`config.mk`:
```
export PLATFORM = sky130hd
export DESIGN_NAME = uchar_to_float
export DESIGN_NICKNAME = d
export VERILOG_FILES = /design/src/rtl/uchar_to_float.sv
export SDC_FILE = /design/constraint.sdc
export NUM_CORES = 1
export LEC_CHECK = 0
export ABC_AREA = 1
export BUFFER_PORTS_ARGS = -buffer_cell sky130_fd_sc_hd__clkbuf_2
export CORE_UTILIZATION = 30
export CTS_CLUSTER_DIAMETER = 100
export DETAILED_ROUTE_END_ITERATION = 8
export MAX_ROUTING_LAYER = met4
export PLACE_DENSITY_LB_ADDON = 0.1
export SLEW_MARGIN = 30
export SYNTH_ARGS = -nofsm -noshare
export SYNTH_HDL_FRONTEND = slang
export SYNTH_SLANG_ARGS = --single-unit
```
`constraint.sdc`:
```
create_clock -name clk -period 3.4 [get_ports clk]
set_clock_uncertainty 0.1 [all_clocks]
set_input_delay 0.34 -clock clk [delete_from_list [all_inputs] [get_ports clk]]
set_output_delay 0.34 -clock clk [all_outputs]
set_load 0.005 [all_outputs]
```
`src/rtl/uchar_to_float.sv`:
```
// uchar_to_float
// Converts an unsigned byte to an IEEE-754 single-precision value. The value
// is split into sign, biased exponent and fraction fields. There is one
// registered stage, and a valid bit travels alongside the data.
// Every input in 0..255 is exact in single precision, so no rounding is needed.
module uchar_to_float #(
    parameter int unsigned EXP_BIAS = 127
) (
    input  logic        clk,
    input  logic        rst_n,
    input  logic        in_valid,
    input  logic [7:0]  D,
    output logic        out_valid,
    output logic        S,
    output logic [7:0]  E,
    output logic [22:0] F
);

    localparam logic [7:0] BIAS8 = 8'(EXP_BIAS);

    logic [2:0]  msb_pos;
    logic        nonzero;
    logic [31:0] shifted;
    logic [7:0]  e_next;
    logic [22:0] f_next;

    // Priority encoder: the highest set bit of D wins.
    always_comb begin
        msb_pos = 3'd0;
        for (int i = 0; i < 8; i++) begin
            if (D[i]) begin
                msb_pos = i[2:0];
            end
        end
    end

    assign nonzero = |D;

    // Shift left so the leading one lands at bit 23.
    // Truncating to 23 bits then drops the hidden bit.
    // The bits below the leading one end up left-aligned in the fraction.
    always_comb begin
        shifted = {24'd0, D} << (5'd23 - {2'b00, msb_pos});
        e_next  = 8'd0;
        f_next  = 23'd0;
        if (nonzero) begin
            e_next = BIAS8 + {5'd0, msb_pos};
            f_next = shifted[22:0];
        end
    end

    // Output register.
    // Reset clears everything, including a conversion in flight.
    // The result fields only load on a valid input.
    // When the input is not valid they keep their last value.
    always_ff @(posedge clk) begin
        if (!rst_n) begin
            out_valid <= 1'b0;
            S         <= 1'b0;
            E         <= 8'd0;
            F         <= 23'd0;
        end else begin
            out_valid <= in_valid;
            if (in_valid) begin
                S <= 1'b0;
                E <= e_next;
                F <= f_next;
            end
        end
    end

endmodule

```
==> impl_metrics.env <==
export IMPL_critPathArrivalTime_ns=1.50
export IMPL_area_growth_pct=12.3
export IMPL_synth_cell_type_count=20
export IMPL_clk_latency_ns=0.27
export IMPL_r2r_slack_ns=2.68
export IMPL_path_cells="clkbuf_2, nor2_2, nand2_2, nor2_2, ha_1, inv_1, nand2_1, a21oi_1"
export IMPL_synth_seq_cells=14
export IMPL_drt_initial_drc_count=29
export IMPL_cp_data_required_time_ns=3.51
export IMPL_via_per_inst=4.18
export IMPL_diodes=0
export IMPL_synth_area_top_cells="dfxtp_1, nand2_1, buf_4"
export IMPL_cts_tree="yes"
export IMPL_ant_nets=0
export IMPL_cp_slowest_cell="ha_1"
export IMPL_rsz0062_at_grt="false"
export IMPL_synth_mux_area_share_pct=0
export IMPL_vias=902
export IMPL_synth_top_area_share_pct=29.4
export IMPL_die_w_um=58.4
export IMPL_maxCapViolCount=0
export IMPL_ir_worst_vdd_v=0.000231
export IMPL_powerDensity_nw_per_um2=327
export IMPL_synth_adder_area_share_pct=1.31
export IMPL_h_tree_depth=1
export IMPL_crit_fanout=8
export IMPL_grt_pass1_wl_um=3290
export IMPL_stdcell_area_um2=1070
export IMPL_endpoint_kind="flop"
export IMPL_wl_um=1950
export IMPL_crit_buf_inv=2
export IMPL_rows=20
export IMPL_finalCritPeriodShare_pct=41.0
export IMPL_track_usage_pct=12.8
export IMPL_ctsResizeCount=0
export IMPL_drc_errors=0
export IMPL_yosysWarningCount=0
export IMPL_ctsRootBufferMaster="clkbuf_4"
export IMPL_path_common_cell="nor2_2"
export IMPL_clkTransAtPathRegs_ns=0.07
export IMPL_slew_viol_final=0
export IMPL_finalHoldViolCount=0
export IMPL_setup_viol=0
export IMPL_coreArea_um2=3030
export IMPL_grt_pass1_vias=790
export IMPL_leakage_nw=0.578
export IMPL_antenna_found_initial=0
export IMPL_synth_top_family_by_area="simple AND/OR/NAND/NOR gates"
export IMPL_synth_seq_area_share_pct=29.4
export IMPL_firstDrtPassIters=6
export IMPL_worstRegToRegCells=2
export IMPL_cts_hold_buf=0
export IMPL_synth_top_area_cell="dfxtp_1"
export IMPL_timing_rr_start="F[16]"
export IMPL_status="finished, final reports clean"
export IMPL_path_class="in -> reg"
export IMPL_clockBufferDepth=2
export IMPL_netlist_area_um2=955
export IMPL_worst_path_largest_cell_delay_ns=0.25
export IMPL_dieHeight_um=58.4
export IMPL_start_kind="input port"
export IMPL_routabilityCongestion=0.747
export IMPL_syn_inst=148
export IMPL_port_buffers=26
export IMPL_wire_per_inst_um=9.01
export IMPL_dpl_cell_area_um2=1050
export IMPL_synthSimpleGateAreaFrac_pct=36.8
export IMPL_rr_endpoint="F[16]"
export IMPL_synth_compound_area_share_pct=10.1
export IMPL_holdCritPathClass="in -> reg"
export IMPL_cp_top_family="simple AND/OR/NAND/NOR gates"
export IMPL_hpwl_um=1600
export IMPL_io_pins=44
export IMPL_start_util_pct=31.5
export IMPL_overflow=0
export IMPL_whs_endpoint="out_valid"
export IMPL_timing_fmax_mhz=717
export IMPL_grt_max_degree=16
export IMPL_cts_sinks=14
export IMPL_synth_xor_area_share_pct=0
export IMPL_drive_gt1_share_pct=27.3
export IMPL_nets=186
export IMPL_avgSynthCellArea_um2=6.45
export IMPL_cts_buffers=3
export IMPL_setup_tns_ns=0
export IMPL_dieArea_um2=3410
export IMPL_hold_start="rst_n"
export IMPL_whs_path_depth=3
export IMPL_period_minus_slack_ns=1.39
export IMPL_post_cts_buffers=0
==> synth_stat cells <==
cell / number
nand4_1: 2
o21ai_1: 1
nand2_4: 2
nand3_1: 13
inv_1: 11
nand2_1: 45
conb_1: 1
nor2_1: 4
inv_2: 5
o21ai_0: 1
buf_4: 19
nand2_2: 4
o211ai_1: 1
nor2_2: 6
ha_1: 1
clkbuf_1: 2
dfxtp_1: 14
nor3_1: 1
a21oi_2: 1
a21oi_1: 14
==> registers in the layout, indices dropped and copies added (netlist names) <==
signal,count
F,7
E,6
out_valid,1
==> metal layers <==
layer,wire [um],track usage [%],up-vias
met1,875,14.5,390
met2,946,22.2,30
met4,12,2.04,0
met3,110,4.62,2
met5,0,-,-
li1,-,-,480
==> how the worst max path moves through the flow <==
stage / slack, ns / cells after the start / to / startpoint
after floorplan: 1.99 / 7 / E[2] / D[6]
after global placement: 1.77 / 8 / E[2] / D[6]
after detailed placement: 1.72 / 8 / E[2] / D[6]
after CTS: 2.01 / 8 / E[2] / D[6]
after global routing: 1.94 / 8 / E[2] / D[6]
final: 2.01 / 8 / E[2] / D[6]
==> per-stage QoR <==
| step | instances | setup WS [ns] | hold WS [ns] | power, mW | utilization, % |
|---|---|---|---|---|---|
| final | 216 | 2.01 | 0.169 | 0.351 | 35.4 |
| after CTS | 216 | 2.01 | 0.159 | 0.358 | 35.4 |
| after global placement | 213 | 1.77 | 0.356 | 0.266 | 34.7 |
| after detailed placement | 213 | 1.72 | 0.358 | 0.267 | 34.7 |
| after floorplan | 164 | 1.99 | 0.333 | 0.252 | - |
| after global routing | 216 | 1.94 | 0.177 | 0.381 | 35.4 |
==> layout make-up <==
type,instances,area [um^2]
inverter,16,60.1
fill,359,1960
multi-input combinational,113,524
timing repair buffer,26,130
clock buffer,3,22.5
sequential,14,280
tap,44,55.1
==> cell families after synthesis <==
family                     count (synthesis)
buffers and inverters                     37
and+or+nand+nor                           77
adders and majority gates                  1
DFF                                       14
AOI/OAI and AO/OA                         18
other                                      1
==> where the power goes <==
group / internal [mW] / switching (mW)
sequential: 0.173 / 0.00432
combinational: 0.0304 / 0.0541
clock: 0.0410 / 0.0479
total: 0.245 / 0.106
==> cell usage in the layout (no fill, tap or decap), drive strengths merged <==
| cell type | count |
|---|---|
| a21oi | 15 |
| clkbuf | 29 |
| conb | 17 |
| dfxtp | 14 |
| ha | 1 |
| inv | 16 |
| nand2 | 51 |
| nand3 | 13 |
| nand4 | 2 |
| nor2 | 10 |
| nor3 | 1 |
| o211ai | 1 |
| o21ai | 2 |
==> worst register-to-register path: cells and delay by family, from the launching register on <==
| family | cells | cell delay, ns |
|---|---|---|
| flip-flops | 1 | 0.32 |
| AO/OA/AOI/OAI | 1 | 0.14 |
| AND/OR/NAND/NOR | 1 | 0.05 |
(Power assumes the default switching activity.)
